==> src/rtl/axil_master_pkg.sv <==
// Shared types and constants for the AXI4-Lite master bridge.
// Response codes follow the AXI encoding and are passed through untouched.
package axil_master_pkg;

   typedef enum logic [2:0] {
      StIdle,
      StWriteReq,
      StWriteResp,
      StReadReq,
      StReadResp,
      StRespond
   } state_e;

   localparam logic [1:0] RESP_OKAY   = 2'b00;
   localparam logic [1:0] RESP_EXOKAY = 2'b01;
   localparam logic [1:0] RESP_SLVERR = 2'b10;
   localparam logic [1:0] RESP_DECERR = 2'b11;

endpackage

==> src/rtl/axil_master_bridge.sv <==
// Single-outstanding AXI4-Lite initiator: turns one cmd beat into one AXI
// read or write and returns the captured response on the rsp interface.
module axil_master_bridge
   import axil_master_pkg::*;
#(
   parameter int unsigned AXIL_DATA_WIDTH    = 32,
   parameter int unsigned AXIL_ADDRESS_WIDTH = 4,
   parameter logic [2:0]  AXIL_PROT          = 3'b000
) (
   input  logic                            AXI_clock,
   input  logic                            AXI_reset,
   input  logic                            cmd_valid,
   output logic                            cmd_ready,
   input  logic                            cmd_write,
   input  logic [AXIL_ADDRESS_WIDTH-1:0]   cmd_address,
   input  logic [AXIL_DATA_WIDTH-1:0]      cmd_wdata,
   input  logic [AXIL_DATA_WIDTH/8-1:0]    cmd_wstrb,
   output logic                            rsp_valid,
   input  logic                            rsp_ready,
   output logic                            rsp_write,
   output logic [AXIL_DATA_WIDTH-1:0]      rsp_rdata,
   output logic [1:0]                      rsp_resp,
   output logic [AXIL_ADDRESS_WIDTH-1:0]   AXIL_awaddr,
   output logic [2:0]                      AXIL_awprot,
   output logic                            AXIL_awvalid,
   input  logic                            AXIL_awready,
   output logic [AXIL_DATA_WIDTH-1:0]      AXIL_wdata,
   output logic [AXIL_DATA_WIDTH/8-1:0]    AXIL_wstrb,
   output logic                            AXIL_wvalid,
   input  logic                            AXIL_wready,
   output logic                            AXIL_bready,
   input  logic [1:0]                      AXIL_bresp,
   input  logic                            AXIL_bvalid,
   output logic [AXIL_ADDRESS_WIDTH-1:0]   AXIL_araddr,
   output logic [2:0]                      AXIL_arprot,
   output logic                            AXIL_arvalid,
   input  logic                            AXIL_arready,
   output logic                            AXIL_rready,
   input  logic [AXIL_DATA_WIDTH-1:0]      AXIL_rdata,
   input  logic [1:0]                      AXIL_rresp,
   input  logic                            AXIL_rvalid
);

   localparam int unsigned StrbWidth = AXIL_DATA_WIDTH / 8;

   state_e                          state_q, state_d;
   logic                            cmd_ready_q, cmd_ready_d;
   logic                            awvalid_q, awvalid_d;
   logic                            wvalid_q, wvalid_d;
   logic                            arvalid_q, arvalid_d;
   logic                            bready_q, bready_d;
   logic                            rready_q, rready_d;
   logic                            aw_done_q, aw_done_d;
   logic                            w_done_q, w_done_d;
   logic [AXIL_ADDRESS_WIDTH-1:0]   addr_q, addr_d;
   logic [AXIL_DATA_WIDTH-1:0]      wdata_q, wdata_d;
   logic [StrbWidth-1:0]            wstrb_q, wstrb_d;
   logic                            rsp_valid_q, rsp_valid_d;
   logic                            rsp_write_q, rsp_write_d;
   logic [AXIL_DATA_WIDTH-1:0]      rsp_rdata_q, rsp_rdata_d;
   logic [1:0]                      rsp_resp_q, rsp_resp_d;

   logic aw_hs, w_hs;

   assign aw_hs = awvalid_q & AXIL_awready;
   assign w_hs  = wvalid_q & AXIL_wready;

   always_comb begin
      state_d     = state_q;
      cmd_ready_d = cmd_ready_q;
      awvalid_d   = awvalid_q;
      wvalid_d    = wvalid_q;
      arvalid_d   = arvalid_q;
      bready_d    = bready_q;
      rready_d    = rready_q;
      aw_done_d   = aw_done_q;
      w_done_d    = w_done_q;
      addr_d      = addr_q;
      wdata_d     = wdata_q;
      wstrb_d     = wstrb_q;
      rsp_valid_d = rsp_valid_q;
      rsp_write_d = rsp_write_q;
      rsp_rdata_d = rsp_rdata_q;
      rsp_resp_d  = rsp_resp_q;

      unique case (state_q)
         StIdle: begin
            if (cmd_valid && cmd_ready_q) begin
               cmd_ready_d = 1'b0;
               addr_d      = cmd_address;
               if (cmd_write) begin
                  wdata_d   = cmd_wdata;
                  wstrb_d   = cmd_wstrb;
                  awvalid_d = 1'b1;
                  wvalid_d  = 1'b1;
                  aw_done_d = 1'b0;
                  w_done_d  = 1'b0;
                  state_d   = StWriteReq;
               end else begin
                  arvalid_d = 1'b1;
                  state_d   = StReadReq;
               end
            end
         end
         StWriteReq: begin
            // AW and W complete independently, possibly on the same edge.
            if (aw_hs) begin
               awvalid_d = 1'b0;
               aw_done_d = 1'b1;
            end
            if (w_hs) begin
               wvalid_d = 1'b0;
               w_done_d = 1'b1;
            end
            if (aw_done_d && w_done_d) begin
               bready_d = 1'b1;
               state_d  = StWriteResp;
            end
         end
         StWriteResp: begin
            if (AXIL_bvalid) begin
               bready_d    = 1'b0;
               rsp_valid_d = 1'b1;
               rsp_write_d = 1'b1;
               rsp_rdata_d = '0;
               rsp_resp_d  = AXIL_bresp;
               state_d     = StRespond;
            end
         end
         StReadReq: begin
            if (AXIL_arready) begin
               arvalid_d = 1'b0;
               rready_d  = 1'b1;
               state_d   = StReadResp;
            end
         end
         StReadResp: begin
            if (AXIL_rvalid) begin
               rready_d    = 1'b0;
               rsp_valid_d = 1'b1;
               rsp_write_d = 1'b0;
               rsp_rdata_d = AXIL_rdata;
               rsp_resp_d  = AXIL_rresp;
               state_d     = StRespond;
            end
         end
         StRespond: begin
            if (rsp_ready) begin
               rsp_valid_d = 1'b0;
               cmd_ready_d = 1'b1;
               state_d     = StIdle;
            end
         end
         default: begin
            state_d     = StIdle;
            cmd_ready_d = 1'b1;
         end
      endcase
   end

   always_ff @(posedge AXI_clock) begin
      if (AXI_reset) begin
         state_q     <= StIdle;
         cmd_ready_q <= 1'b1;
         awvalid_q   <= 1'b0;
         wvalid_q    <= 1'b0;
         arvalid_q   <= 1'b0;
         bready_q    <= 1'b0;
         rready_q    <= 1'b0;
         aw_done_q   <= 1'b0;
         w_done_q    <= 1'b0;
         addr_q      <= '0;
         wdata_q     <= '0;
         wstrb_q     <= '0;
         rsp_valid_q <= 1'b0;
         rsp_write_q <= 1'b0;
         rsp_rdata_q <= '0;
         rsp_resp_q  <= '0;
      end else begin
         state_q     <= state_d;
         cmd_ready_q <= cmd_ready_d;
         awvalid_q   <= awvalid_d;
         wvalid_q    <= wvalid_d;
         arvalid_q   <= arvalid_d;
         bready_q    <= bready_d;
         rready_q    <= rready_d;
         aw_done_q   <= aw_done_d;
         w_done_q    <= w_done_d;
         addr_q      <= addr_d;
         wdata_q     <= wdata_d;
         wstrb_q     <= wstrb_d;
         rsp_valid_q <= rsp_valid_d;
         rsp_write_q <= rsp_write_d;
         rsp_rdata_q <= rsp_rdata_d;
         rsp_resp_q  <= rsp_resp_d;
      end
   end

   assign cmd_ready    = cmd_ready_q;
   assign rsp_valid    = rsp_valid_q;
   assign rsp_write    = rsp_write_q;
   assign rsp_rdata    = rsp_rdata_q;
   assign rsp_resp     = rsp_resp_q;
   assign AXIL_awaddr  = addr_q;
   assign AXIL_awprot  = AXIL_PROT;
   assign AXIL_awvalid = awvalid_q;
   assign AXIL_wdata   = wdata_q;
   assign AXIL_wstrb   = wstrb_q;
   assign AXIL_wvalid  = wvalid_q;
   assign AXIL_bready  = bready_q;
   assign AXIL_araddr  = addr_q;
   assign AXIL_arprot  = AXIL_PROT;
   assign AXIL_arvalid = arvalid_q;
   assign AXIL_rready  = rready_q;

endmodule

==> config.mk <==
export PLATFORM = sky130hd
export DESIGN_NAME = axil_master_bridge
export DESIGN_NICKNAME = d
export VERILOG_FILES = /design/src/rtl/axil_master_pkg.sv /design/src/rtl/axil_master_bridge.sv
export SDC_FILE = /design/constraint.sdc
export NUM_CORES = 1
export LEC_CHECK = 0
export BUFFER_PORTS_ARGS = -buffer_cell sky130_fd_sc_hd__buf_4
export CAP_MARGIN = 5
export CORE_MARGIN = 2
export CORE_UTILIZATION = 35
export CTS_CLUSTER_SIZE = 8
export DETAILED_ROUTE_END_ITERATION = 10
export GPL_TIMING_DRIVEN = 1
export PLACE_DENSITY = 0.63
export SETUP_SLACK_MARGIN = 0.05
export SYNTH_ARGS = -nofsm -noshare
export SYNTH_HDL_FRONTEND = slang
export SYNTH_SLANG_ARGS = --single-unit
==> constraint.sdc <==
create_clock -name AXI_clock -period 2.6 [get_ports AXI_clock]
set_input_delay 0.52 -clock AXI_clock [delete_from_list [all_inputs] [get_ports AXI_clock]]
set_output_delay 0.52 -clock AXI_clock [all_outputs]
set_load 0.05 [all_outputs]
Yosys cells after proc, flatten, opt, wreduce, memory -nomap -nowiden. Cells that the tools add are included. W data, S select, Z words.

Output and inout port bits: 92. Word-level logic and storage cells: 102. Input port bits: 86. Register bits after elaboration: 87.

Reduce and logical (&&, ||, !) cells: 22. Muxes and demuxes: 46. Bitwise gates (word level): 3. Eq/ne operators: 15.

Operators with widths (count): $mux W32 (2); $pmux W32 S2 (1); $mux W1 (22); $ne A2 B2 Y1 const B (10); $mux W3 (6); $pmux W3 S6 (1); $reduce_and A3 Y1 (6); $pmux W1 S2 (8); $reduce_and A4 Y1 (4); $reduce_bool A2 Y1 (5); $eq A3 B2 Y1 const B (2); $eq A3 B3 Y1 const B (2); $mux W2 (3); $pmux W1 S3 (2); $reduce_and A6 Y1 (1); $pmux W2 S2 (1); $reduce_or A4 Y1 (1); $eq A3 B1 Y1 const B (1); $logic_not A3 Y1 (1); $reduce_bool A3 Y1 (1); $and A1 B1 Y1 (2); $logic_and A1 B1 Y1 (2); $reduce_and A2 Y1 (1); $not A1 Y1 (1).

Longest topological paths before layout.
Depth in word-level cells: 6. Mapped depth: 6. Mapped depth without buffers: 4.

Worst setup path before layout. OpenSTA, ideal clock, no wires.

Path kind: reg2reg. From: register cmd_ready_q, in the netlist cmd_ready. To: register wdata_q[14], in the netlist AXIL_wdata[14]. Stages on the path, launching flop included: 7. Setup time: 0.142 ns. Arrival: 1.701 ns. Path buffers: 2. Path slack: 0.757 ns. Period minus slack after synthesis: 1.843 ns. Data required time: 2.458 ns. Path through: dfxtp_1 -> nor4bb_2 -> nand3_1 -> buf_2 -> buf_2 -> nand2_1 -> a21oi_2.

Cells in the longest elaborated chain, start to end: 2.

RTL lines: start: declaration (RTL line axil_master_bridge.sv:47) `logic cmd_ready_q, cmd_ready_d;`; start signal: assignment (RTL line axil_master_bridge.sv:181) `cmd_ready_q <= cmd_ready_d;`; $logic_and A1 B1 Y1 (RTL line axil_master_bridge.sv:88) `if (cmd_valid && cmd_ready_q) begin`; $reduce_and A3 Y1 (no source line); end signal: assignment (RTL line axil_master_bridge.sv:190) `wdata_q <= wdata_d;`; end: declaration (RTL line axil_master_bridge.sv:56) `logic [AXIL_DATA_WIDTH-1:0] wdata_q, wdata_d;`.

No other way between the ends. A chain may end at the register's enable or synchronous reset.

Worst setup path after layout.
From: register state_q[1]. To: register rsp_rdata_q[24], in the netlist rsp_rdata[24].

Cells in the longest elaborated chain, start to end: 3. Elaborated cells on any way between the ends: 7. Classes of those cells: eq/ne: 4; mux: 1; reduce/logical: 2.

RTL lines: start: declaration (RTL line axil_master_bridge.sv:46) `state_e state_q, state_d;`; start signal: assignment (RTL line axil_master_bridge.sv:163) `state_q <= StIdle;`; start signal: assignment (RTL line axil_master_bridge.sv:180) `state_q <= state_d;`; $eq A3 B3 Y1 or $eq A3 B2 Y1 (tied branches) (RTL line axil_master_bridge.sv:86) `unique case (state_q)`; $ne A2 B2 Y1 (no source line) or $reduce_bool A2 Y1 (tied branches); $reduce_and A3 Y1 (no source line); end signal: assignment (RTL line axil_master_bridge.sv:194) `rsp_rdata_q <= rsp_rdata_d;`; end: declaration (RTL line axil_master_bridge.sv:60) `logic [AXIL_DATA_WIDTH-1:0] rsp_rdata_q, rsp_rdata_d;`.

Several ways; a longest one is shown, not always the timed one.

==> results by stage <==
GRT:
- Entering global routing, the biggest net connects 51 pins.
- The number of antenna violations at the first check in global routing is 0.
- The first global-routing pass estimated between 15 and 20 mm of wire.
- Summed over all layers, the global routing overflow is 0.
- The global routing usage summed across all routing layers is 0.175.
- The via count of the first global-routing pass came to around 3200.

Worst setup path:
- The critical path starts at state_q[1].
- At the worst endpoint, the required time is between 2000 and 3000 ps.
- The data arrival time at the worst-slack endpoint is roughly 2200 ps.
- Counting cells, the worst reg-to-reg path comes to 5.
- In this run the register-to-register setup slack is roughly 640 ps.
- The endpoint identified for the worst register-to-register timing path is rsp_rdata[24].
- The worst setup path is captured at a flip-flop.
- The source of the worst register-to-register timing path is state_q[1].
- The maximum fanout along the worst path is 19.
- The capturing instance or port of the critical path is rsp_rdata[24].
- STA classifies the critical path startpoint as a flip-flop.
- The worst setup path is of the reg2reg kind.

Layout:
- The net count of the finished layout is roughly 660.
- The commonest non-fill, non-tap cell in the layout is buf_4.
- The number of fillers in the final layout is approximately 970.
- Once layout is complete, the utilization of the core stands at 0.512.
- Of the cells placed in the final design, the portion with a size suffix greater than 1 is 0.371.
- In the layout the commonest cells are buf_4 (180), nand2_1 (109), dfxtp_1 (87), a21oi_1 (64), nand3_1 (33).
- The number of antenna diodes in the final layout is 0.
- Compared with the post-synthesis result, the final layout area differs by 42.4%.

Status:
- The flow ran to the end, and the final reports show no timing, DRC or antenna violations.

Clocking:
- Once the clock tree was built, the resizer swapped 0 gates to a different size.
- Counting every sink on the clock net gives 87.
- The post-CTS setup buffer count is 0.
- The clock transition at the register clock pins on the worst setup and hold paths after CTS is around 80 ps.
- The number of buffers on the longest clock path is 2.
- The CTS tree is built.
- The H-tree generated during clock tree synthesis spans 3 levels.
- The clock reaches the later pin of the worst-skew pair after roughly 340 ps.
- Clock tree synthesis inserted a total of 9 buffers.
- The number of buffers inserted by hold repair at cts is 0.
- The clock tree root driver cell is clkbuf_8.

Logic synthesis:
- Yosys mapped a number of flops with a built-in enable equal to 0.
- The most used flip-flop cell after synthesis is dfxtp_1.
- The distinct cell type count of the synthesized netlist is 39.
- The mean instance size in the synthesized netlist is 8.40 sq um.
- The number of cells produced by synthesis is ~420.
- The sequential share of the synthesized area is 0.497.
- In this run, synthesis produced a sequential element count of 87.
- The Yosys step of the flow raised 0 warnings.
- The share of synthesized registers carrying an async set or reset is 0.
- In this run the cell area of the synthesized design comes to around 3500 sq um.

Timing:
- Static timing analysis puts the maximum clock frequency at about 0.51 GHz.
- The final hold slack is between 300 and 400 ps.
- The clock period could shrink to a little under 2000 ps.
- Setup repair after global routing left no endpoint under its margin.
- In the finished design, the share of the clock period the worst path needs comes to 0.754.
- The number of pins exceeding their max-slew limit in the final report is 0.
- The normalized max-slew margin is 0.523.
- For the final routed database, the setup TNS stands at 0 ps.
- The final-report hold violation count is 0.
- The number of setup violations in the final report is 0.
- The transition time of the tightest slew-check pin is between 700 and 800 ps.
- The final setup skew is approximately 11 ps.

Placed design:
- Port buffering added around 170 buffers.
- Detailed placement finished with a half-perimeter wire length of 7.18 mm.
- At the end of routability-driven placement, the weighted congestion stood at ~0.80.

Floorplan:
- The floorplan step defined a die boundary enclosing roughly 11000 sq um.
- The die extent in y is between 100 and 150 um.
- The core region is 9730 sq um.
- The initial cell density of the core is 0.360.
- In this run the horizontal extent of the chip is 104 um.
- The total I/O pin count is roughly 180.
- The floorplan has 36 rows.

Hold path:
- In this run the worst hold path is classified as in2reg.

Route:
- The detailed-route wire length is 9.82 mm.
- The average detailed-routed wire length per instance is 13.8 um.
- For this block, the via count after detailed routing is 3360.
- Once detail routing completed, the nets flagged for antenna violations numbered 0.
- Using the TritonRoute via totals, the vias-per-cell ratio works out to 4.73.
- The first detailed-routing pass ran for 4 iterations.
- The residual DRC count is 0.
- The iteration-0 DRC count of the detailed router is 168.

Pwr:
- The worst-case IR drop observed on VDD is 0.382 mV.
- The leakage power is slightly above 2 nW.
- The power per cell area is between 800 and 900 nW/um^2.
- The power after layout is approximately 0.004 W.

Job:
- The tool flagged a number of max-cap violations equal to 0.
==> worst min-delay path by stage <==
stage / startpoint / endpoint / slack, ps / cells after the start
floorplan: aw_done_q / aw_done_q / 450 / 2
global placement: rsp_rdata[26] / rsp_rdata[26] / 440 / 2
detailed placement: rsp_rdata[18] / rsp_rdata[18] / 450 / 2
CTS: AXIL_rvalid / AXIL_rready / 360 / 2
global route: AXIL_rvalid / AXIL_rready / 370 / 2
finish: AXIL_rvalid / AXIL_rready / 380 / 2
==> cell families (layout without fill, tap and decap cells) <==
group           count (synthesis)  in the layout  synth area share
compound gates                 98             98             0.170
buf+inv                        45            200            0.0836
flops                          87             87             0.497
mux                             8              8            0.0229
other cells                     1              6           0.00107
simple gates                  178            178             0.225
==> per-stage QoR <==
stage	setup WS, ps	instance area, sq um	cells
final	639	4980	710
after detailed placement	643	4780	694
after floorplan	757	3520	422
after global placement	733	4780	694
after global routing	397	4980	710
after CTS	625	4980	710
==> final cells by class <==
type,instances,area [sq um],area share
repair buffers,181,1370,0.275
clock buffers,12,155,0.0311
clock inverters,4,53.8,0.0108
flip-flops and latches,87,1740,0.349
multi-input cells,290,1490,0.298
well taps,133,166,0.0334
inverters,3,11.3,0.00226
==> where the power goes <==
group	internal, W	switching, W
combinational	0.000487	0.000933
sequential	0.00146	0.000137
clock	0.000499	0.000476
==> worst max-delay path, stage by stage (launching register included) <==
cell and delay [ps]:
dfxtp_1 660, nand3b_1 240, a21o_1 530, buf_4 260, nand2_1 70, a21oi_1 130
==> synthesized netlist by cell type (2+ instances only) <==
| master | number | area share |
|---|---|---|
| nand2_1 | 109 | 0.12 |
| dfxtp_1 | 87 | 0.50 |
| a21oi_1 | 64 | 0.091 |
| nand3_1 | 33 | 0.047 |
| nor2_1 | 15 | 0.016 |
| buf_4 | 14 | 0.030 |
| a21oi_2 | 12 | 0.030 |
| buf_2 | 12 | 0.017 |
| clkbuf_1 | 11 | 0.012 |
| mux2i_1 | 8 | 0.023 |
| nand2b_1 | 5 | 0.0089 |
| a211oi_1 | 4 | 0.0086 |
| o21ai_0 | 4 | 0.0057 |
| a31oi_1 | 3 | 0.0054 |
| buf_12 | 3 | 0.017 |
| inv_1 | 3 | 0.0032 |
| nand3b_1 | 3 | 0.0064 |
| nor3_1 | 3 | 0.0043 |
| a21o_1 | 2 | 0.0043 |
| a32oi_1 | 2 | 0.0050 |
| nor4b_1 | 2 | 0.0050 |
==> registers in the layout, indices dropped and copies added, names as in the netlist <==
name,count
AXIL_araddr,4
AXIL_arvalid,1
AXIL_awvalid,1
AXIL_bready,1
AXIL_rready,1
AXIL_wdata,32
AXIL_wstrb,4
AXIL_wvalid,1
aw_done_q,1
cmd_ready,1
rsp_rdata,32
rsp_resp,2
rsp_valid,1
rsp_write,1
state_q,3
w_done_q,1
==> per-layer routing <==
metal,wire length [um],track usage,vias up
li1,-,-,1693
met1,4230,0.225,1556
met2,4960,0.295,98
met3,438,0.0263,13
met4,191,0.0695,0
met5,0,0,-
Note: power is estimated with default switching activity, not from simulation.
